==> src/rtl/serial_nibble_adder.sv <==
// rtl/serial_nibble_adder.sv - wide add/sub computed one nibble per clock through a shared 4-bit stage
module serial_nibble_adder #(
    parameter int NIBBLES = 4
) (
    input  logic                   clk,
    input  logic                   rst_n,
    input  logic                   start,
    input  logic                   sub,
    input  logic                   cin,
    input  logic [4*NIBBLES-1:0]   a,
    input  logic [4*NIBBLES-1:0]   b,
    output logic                   busy,
    output logic                   done,
    output logic [4*NIBBLES-1:0]   sum,
    output logic                   cout,
    output logic                   ovf
);

    localparam int W  = 4 * NIBBLES;
    localparam int IW = (NIBBLES > 1) ? $clog2(NIBBLES) : 1;

    typedef enum logic [1:0] {
        IDLE = 2'd0,
        RUN  = 2'd1,
        DONE = 2'd2
    } state_t;

    state_t          state;
    state_t          state_nxt;
    logic [W-1:0]    a_r;
    logic [W-1:0]    b_r;
    logic            carry_r;
    logic [IW-1:0]   idx;
    logic [IW+1:0]   base;
    logic [3:0]      a_nib;
    logic [3:0]      b_nib;
    logic [4:0]      nib_sum;
    logic            carry_into_msb;
    logic            last;
    logic            accept;

    // Status outputs are decoded straight from the state register.
    assign busy   = (state == RUN);
    assign done   = (state == DONE);
    assign accept = start && (state != RUN);
    assign last   = (idx == IW'(NIBBLES - 1));
    assign base   = {idx, 2'b00};

    // Shared 4-bit ripple stage working on the nibble selected by idx.
    always_comb begin
        a_nib          = a_r[base +: 4];
        b_nib          = b_r[base +: 4];
        nib_sum        = {1'b0, a_nib} + {1'b0, b_nib} + {4'b0000, carry_r};
        carry_into_msb = nib_sum[3] ^ a_nib[3] ^ b_nib[3];
    end

    // State register.
    always_ff @(posedge clk) begin
        if (!rst_n) begin
            state <= IDLE;
        end else begin
            state <= state_nxt;
        end
    end

    // Next-state logic; DONE accepts a new start just like IDLE.
    always_comb begin
        state_nxt = state;
        case (state)
            IDLE:    state_nxt = start ? RUN : IDLE;
            RUN:     state_nxt = last ? DONE : RUN;
            DONE:    state_nxt = start ? RUN : IDLE;
            default: state_nxt = IDLE;
        endcase
    end

    // Operand capture at acceptance, then one result nibble per RUN cycle.
    always_ff @(posedge clk) begin
        if (!rst_n) begin
            a_r     <= '0;
            b_r     <= '0;
            carry_r <= 1'b0;
            idx     <= '0;
            sum     <= '0;
            cout    <= 1'b0;
            ovf     <= 1'b0;
        end else if (state == RUN) begin
            sum[base +: 4] <= nib_sum[3:0];
            carry_r        <= nib_sum[4];
            if (last) begin
                cout <= nib_sum[4];
                ovf  <= carry_into_msb ^ nib_sum[4];
                idx  <= '0;
            end else begin
                idx <= idx + 1'b1;
            end
        end else if (accept) begin
            a_r     <= a;
            b_r     <= sub ? ~b : b;
            carry_r <= sub ? 1'b1 : cin;
            idx     <= '0;
            sum     <= '0;
            cout    <= 1'b0;
            ovf     <= 1'b0;
        end
    end

endmodule

==> config.mk <==
export PLATFORM = sky130hd
export DESIGN_NAME = serial_nibble_adder
export DESIGN_NICKNAME = d
export VERILOG_FILES = /design/src/rtl/serial_nibble_adder.sv
export SDC_FILE = /design/constraint.sdc
export NUM_CORES = 1
export LEC_CHECK = 0
export ABC_AREA = 1
export CAP_MARGIN = 30
export CORE_ASPECT_RATIO = 0.9
export CORE_MARGIN = 1
export CORE_UTILIZATION = 45
export CTS_CLUSTER_SIZE = 20
export DETAILED_ROUTE_END_ITERATION = 16
export PLACE_DENSITY = 0.73
export SYNTH_ARGS = -nofsm -noshare
export SYNTH_HDL_FRONTEND = slang
export SYNTH_SLANG_ARGS = --single-unit
==> constraint.sdc <==
create_clock -name clk -period 2.3 [get_ports clk]
set_input_delay 0.23 -clock clk [delete_from_list [all_inputs] [get_ports clk]]
set_output_delay 0.23 -clock clk [all_outputs]
set_load 0.01 [all_outputs]
==> impl_metrics.env, run 1 <==
export IMPL_max_slew_margin_rel_pct=77.06
export IMPL_grt_pass1_vias=2339
export IMPL_antenna_found_initial=0
export IMPL_worstMarginPinSlew_ps=344.1
export IMPL_dpl_hpwl_um=4639
export IMPL_cts_buffers=5
export IMPL_syn_num_nets=416
export IMPL_status="finished, violations left"
export IMPL_area_growth_synth_to_final_pct=32.93
export IMPL_crit_path_start_kind="flip-flop"
export IMPL_setup_viol=0
export IMPL_finalHoldViolations=0
export IMPL_path_clk_slew_ps=100
export IMPL_period_share_pct=100.0
export IMPL_finalWeightedCongestion=0.8803
export IMPL_async_reset_ff_share_pct=0
export IMPL_syn_cell_area_um2=2720
export IMPL_drv_cap=0
export IMPL_drt_initial_drc_count=107
export IMPL_vias=2557
export IMPL_synth_warnings=0
export IMPL_grt_usage_pct=20.28
export IMPL_drv_slew=0
export IMPL_fin_area_um2=3616
export IMPL_dpl_cell_area_um2=3388
export IMPL_criticalPathCategory="reg2reg"
export IMPL_yosys_area_top_type="dfxtp_1"
export IMPL_drive_above_1_share_pct=14.98
export IMPL_worst_clock_skew_ps=6.616
export IMPL_multiInputGateArea_um2=1524
export IMPL_synth_edf_count=0
export IMPL_ys_ff_latch=55
export IMPL_cts_buffer_depth=2
export IMPL_clockRootBuffer="clkbuf_8"
export IMPL_ys_seq_area_share_pct=40.48
export IMPL_die_w_um=83.96
export IMPL_worstPathRequired_ps=2500
export IMPL_post_route_worst_setup_slack_ps=0.09281
export IMPL_arrival_ps=2500
export IMPL_max_freq_mhz=434.8
export IMPL_drtAntennaViolNets=0
export IMPL_fp_dieArea_um2=6360
export IMPL_rows=26
export IMPL_nNetsFinal=479
export IMPL_power_density_nw_per_um2=609.8
export IMPL_die_y_um=75.76
export IMPL_synthCells=370
export IMPL_p_leak_nw=1.447
export IMPL_wl_um=6143
export IMPL_violations="DRC"
export IMPL_pre_cts_ws_ps=-29.02
export IMPL_synth_ff_type="dfxtp_1"
export IMPL_peakVddDrop_mv=0.3329
export IMPL_clk_latency_ps=310
export IMPL_end_kind="flip-flop"
export IMPL_path_max_fanout=7
export IMPL_seq_area_um2=1106
export IMPL_coreArea_um2=5758
export IMPL_total_power_mw=2.205
export IMPL_io_pins=57
export IMPL_yosys_top_cells_area="dfxtp_1 (40%), nand2_1 (9.8%), nor2_1 (9.7%)"
export IMPL_synth_area_per_cell_um2=7.352
export IMPL_cts_tree="built"
export IMPL_grt_ovfl_total=0
export IMPL_via_per_inst=5.073
export IMPL_start_util_pct=47.24
export IMPL_min_period_ps=2300
export IMPL_reg2reg_slack_ps=0.09
export IMPL_grt_max_degree=33
export IMPL_portBuffers=56
export IMPL_wire_per_inst_um=12.19
export IMPL_whs_ps=462.5
export IMPL_rsz0062_at_grt="true"
export IMPL_htreeDepth=2
export IMPL_first_pass_iters=11
export IMPL_hold_path_class="reg2reg"
export IMPL_synth_cell_type_count=26
export IMPL_hold_buffers=0
export IMPL_clock_sinks=55
export IMPL_n_antenna_cell=0
export IMPL_drc=10
export IMPL_grt_pass1_wl_um=10160
export IMPL_nFillCells=529
export IMPL_synth_top_area_share_pct=40.48
==> placed cells by master, fill, tap and decap left out, types with 2 or more instances in the layout <==
cell type        Yosys  routed
nand2_1             71      68
nor2_1              70      63
clkdlybuf4s50_1      0      56
dfxtp_1             55      53
o21ai_0             37      31
inv_1               21      21
buf_4                3      18
nand3_1             19      17
xnor2_1             16      16
a211oi_1            16      16
a21oi_1             17      14
nor2_2               0       5
ha_1                 7       5
clkbuf_8             0       5
o22ai_2              0       4
inv_2                4       3
o21ai_1              0       3
o21ai_2              0       3
a21oi_2              0       3
clkinv_2             0       3
o22ai_1              6       2
nor2_4               0       2
nand2_4              1       2
nand2_2              0       2
nand3_2              0       2
nor3_2               2       2
nand4_1              2       2
fa_2                 0       2
==> path summary, 6_finish.rpt <==
path              startpoint  endpoint  cells after the start
setup / recovery      idx[0]    sum[6]                     12
hold / removal       sum[13]   sum[13]                      2
setup reg to reg      idx[0]    sum[6]                     12
hold reg to reg      sum[13]   sum[13]                      2
==> worst max-delay path: stages, from the launching register on <==
cell and delay, ps:
dfxtp_4 440, inv_8 60, o21ai_2 130, o22ai_2 100, fa_2 400, fa_2 410, or2_4 270, nand2_4 60
nor2_4 40, nand2_2 90, nor2_2 40, a21oi_2 90, nor2_1 40
==> through the flow <==
| stage | cells | utilization [%] | setup TNS (ps) |
|---|---|---|---|
| after global placement | 492 | 58.84 | 0 |
| after floorplan | 370 | - | 0 |
| after global routing | 504 | 62.80 | -339.1 |
| after detailed placement | 492 | 58.84 | -31.78 |
| final | 504 | 62.80 | 0 |
| after CTS | 500 | 60.30 | 0 |
==> synthesized netlist by cell type, types with 2 or more instances <==
library cell,count
buf_6,3
buf_4,3
nor3_2,2
o21ai_0,37
a211oi_1,16
inv_2,4
xnor2_1,16
o22ai_1,6
ha_1,7
dfxtp_1,55
a21oi_1,17
nand2_1,71
nand3_1,19
fa_1,2
nor2_1,70
inv_1,21
nand4_1,2
buf_2,5
clkbuf_1,7
==> state kept, by name, indices dropped and copies added (netlist names) <==
signal,cells
sum,16
state,2
ovf,1
idx,2
carry_r,1
cout,1
b_r,16
a_r,16
==> report_power, final <==
part	switching (mW)	internal [mW]
Combinational	0.343	0.289
Sequential	0.0424	1.01
Clock	0.307	0.209
==> layout make-up <==
type / count / area share [%]
multi-input combinational: 270 / 42.15
sequential: 55 / 30.59
timing repair buffer: 75 / 19.55
inverter: 26 / 2.976
tap: 70 / 2.422
clock buffer: 5 / 1.903
clock inverter: 3 / 0.4152
==> routing by layer <==
metal / up-vias / routed length, µm / track usage (%)
met1: 1162 / 2848 / 24.57
li1: 1341 / - / -
met5: - / 0 / 0
met3: 8 / 248 / 3.359
met4: 0 / 72 / 5.939
met2: 46 / 2973 / 37.89
==> cell families (layout without fill, tap and decap cells) <==
| kind of cell | Yosys count | count (layout) | share of synthesized area, % |
|---|---|---|---|
| AOI/OAI and AO/OA | 78 | 78 | 16.24 |
| xor gates and xnor gates | 16 | 16 | 5.152 |
| adders and majority gates | 9 | 9 | 4.692 |
| buffers and inverters | 45 | 109 | 7.912 |
| DFF | 55 | 55 | 40.48 |
| and+or+nand+nor | 167 | 167 | 25.53 |
==> what timing repair did <==
action / 4_1_cts / 5_1_grt
resized for setup: 1 / 34
pin swaps: 0 / 14
buffers inserted: 0 / 4
setup endpoints to repair: 2 / 10
No activity file was read; power rests on OpenSTA's default activity.
==> run 2, diff against run 1 <==
--- a/config.mk
+++ b/config.mk
@@ -7,7 +7,7 @@
 export LEC_CHECK = 0
 export ABC_AREA = 1
 export CAP_MARGIN = 30
-export CORE_ASPECT_RATIO = 0.9
+export CORE_ASPECT_RATIO = 1.2
 export CORE_MARGIN = 1
 export CORE_UTILIZATION = 45
 export CTS_CLUSTER_SIZE = 20
==> constraint.sdc (replaced) <==
create_clock -name clk -period 2.3 [get_ports clk]
set_input_delay 0.23 -clock clk [delete_from_list [all_inputs] [get_ports clk]]
set_output_delay 0.23 -clock clk [all_outputs]
set_load 0.02 [all_outputs]
==> run 2 against run 1 <==
Against the previous run:
- the flow now finishes without violations
- global-route usage is 1.4 points higher
- die area hardly changed
- clock-buffer cell count is 1 higher
- flip-flop and latch count stayed put
- routed wire length is 0.50% higher
- register-to-register slack better by 70 ps
- sequential power hardly changed
- clock power hardly changed
- sequential share of layout area is 0.79 points higher
- largest power group unchanged
==> impl_metrics.env, run 2 (synthesized netlist as in run 1, its figures left out) <==
export IMPL_area_growth_synth_to_final_pct=29.58
export IMPL_place_inst=503
export IMPL_post_cts_buffers=0
export IMPL_htreeDepth=2
export IMPL_rows=30
export IMPL_worstMarginPinSlew_ps=394.1
export IMPL_end_kind="flip-flop"
export IMPL_crit_slowest_cell="dfxtp_4"
export IMPL_arrival_ps=2420
export IMPL_drc=0
export IMPL_final_common_cell="nand2_1"
export IMPL_p_leak_nw=1.417
export IMPL_finalWeightedCongestion=0.8923
export IMPL_criticalPathCategory="reg2reg"
export IMPL_cpMostUsedCell="nor2_1"
export IMPL_n_antenna_cell=0
export IMPL_setup_viol=0
export IMPL_grt_pass1_wl_um=10680
export IMPL_cts_tree="built"
export IMPL_whs_path_depth=2
export IMPL_path_max_fanout=7
export IMPL_hold_path_class="reg2reg"
export IMPL_crit_chain="buf_4 -> nor2_2 -> o22ai_2 -> fa_2 -> fa_2 -> or2_4 -> nand2_1 -> nor2_1 -> nand2_1 -> nor2_1 -> a21oi_1 -> nor2_1"
export IMPL_crit_path_start_kind="flip-flop"
export IMPL_nNetsFinal=476
export IMPL_die_w_um=72.98
export IMPL_clock_sinks=55
export IMPL_clockRootBuffer="clkbuf_8"
export IMPL_antenna_found_initial=0
export IMPL_rsz0062_at_grt="true"
export IMPL_worstPathRequired_ps=2490
export IMPL_drv_cap=0
export IMPL_drive_above_1_share_pct=10.67
export IMPL_max_freq_mhz=449.1
export IMPL_fin_area_um2=3525
export IMPL_drtAntennaViolNets=0
export IMPL_power_density_nw_per_um2=607.6
export IMPL_via_per_inst=5.065
export IMPL_wire_per_inst_um=12.08
export IMPL_dpl_hpwl_um=4817
export IMPL_hold_buffers=0
export IMPL_die_y_um=87.17
export IMPL_finalHoldViolations=0
export IMPL_io_pins=57
export IMPL_wl_met1_um=2605
export IMPL_fin_cells=511
export IMPL_total_power_mw=2.142
export IMPL_max_slew_margin_rel_pct=73.69
export IMPL_first_pass_iters=4
export IMPL_whs_ps=465.2
export IMPL_final_util_pct=61.37
export IMPL_dr_wl_met2_um=3152
export IMPL_wl_met3_um=178
export IMPL_drv_slew=0
export IMPL_fp_dieArea_um2=6361
export IMPL_reg2reg_slack_ps=70
export IMPL_cts_buffers=5
export IMPL_start_util_pct=47.36
export IMPL_grt_max_degree=33
export IMPL_path_clk_slew_ps=100
export IMPL_top_layer="met4"
export IMPL_status="finished, final reports clean"
export IMPL_cts_buffer_depth=2
export IMPL_portBuffers=56
export IMPL_reg_top3="a_r (16), b_r (16), sum (16)"
export IMPL_crit_path_max_incr_delay_ps=390
export IMPL_nFillCells=541
export IMPL_vias=2588
export IMPL_worst_clock_skew_ps=6.290
export IMPL_wl_um=6174
export IMPL_clk_latency_ps=300
export IMPL_period_share_pct=96.80
export IMPL_min_period_ps=2226
export IMPL_grt_usage_pct=21.67
export IMPL_coreArea_um2=5743
export IMPL_final_cell_mix="nand2_1 (70), nor2_1 (67), clkdlybuf4s50_1 (56), dfxtp_1 (53), o21ai_0 (33)"
export IMPL_drt_initial_drc_count=94
export IMPL_worstRegToRegCells=12
export IMPL_grt_ovfl_total=0
export IMPL_dpl_cell_area_um2=3408
export IMPL_peakVddDrop_mv=0.3782
export IMPL_grt_pass1_vias=2446
-- run 2: layout make-up --
type                            count  area, µm²  area share (%)
Clock buffer                        6      72.57           2.059
Clock inverter                      2      12.51          0.3550
Inverter                           26      102.6           2.911
Multi-Input combinational cell    270       1450           41.14
Sequential cell                    55       1106           31.38
Tap cell                           80      100.1           2.840
Timing Repair Buffer               72      680.7           19.31
-- run 2: through the flow --
stage | TNS, ps | setup slack (ps)
global placement | 0 | 42.28
CTS | 0 | 19.46
detailed placement | -91.82 | -91.82
floorplan | 0 | 10.71
finish | 0 | 73.52
global route | -266.6 | -109.0
-- run 2: layer usage --
layer | GRT usage, % | up-vias
met5 | 0 | -
met4 | 10.70 | 0
met3 | 3.009 | 19
met2 | 39.08 | 58
met1 | 24.78 | 1181
li1 | - | 1330
-- run 2: final timing paths --
kind | from | end
worst max register to register | idx[0] | sum[6]
worst min-delay path | sum[13] | sum[13]
worst max-delay path | idx[0] | sum[6]
worst min register to register | sum[13] | sum[13]
-- run 2: report_power, final --
group,internal (mW),switching [mW],leakage (nW)
Combinational,0.255,0.317,0.922
Sequential,1.01,0.0402,0.453
Clock,0.213,0.301,0.0412
-- run 2: what timing repair did --
item / 4_1_cts / 5_1_grt
resized for setup: 3 / 9
pin swaps: 0 / 3
endpoints found under the setup margin: 3 / 9
-- run 2: critical path: cells and delay by family, from the launching register on --
kind                     cells  cell delay [ps]
AO/OA/AOI/OAI                2              200
buffers and inverters        1              160
adder cells (fa/ha/maj)      2              740
AND/OR/NAND/NOR              7              640
flip-flops                   1              390
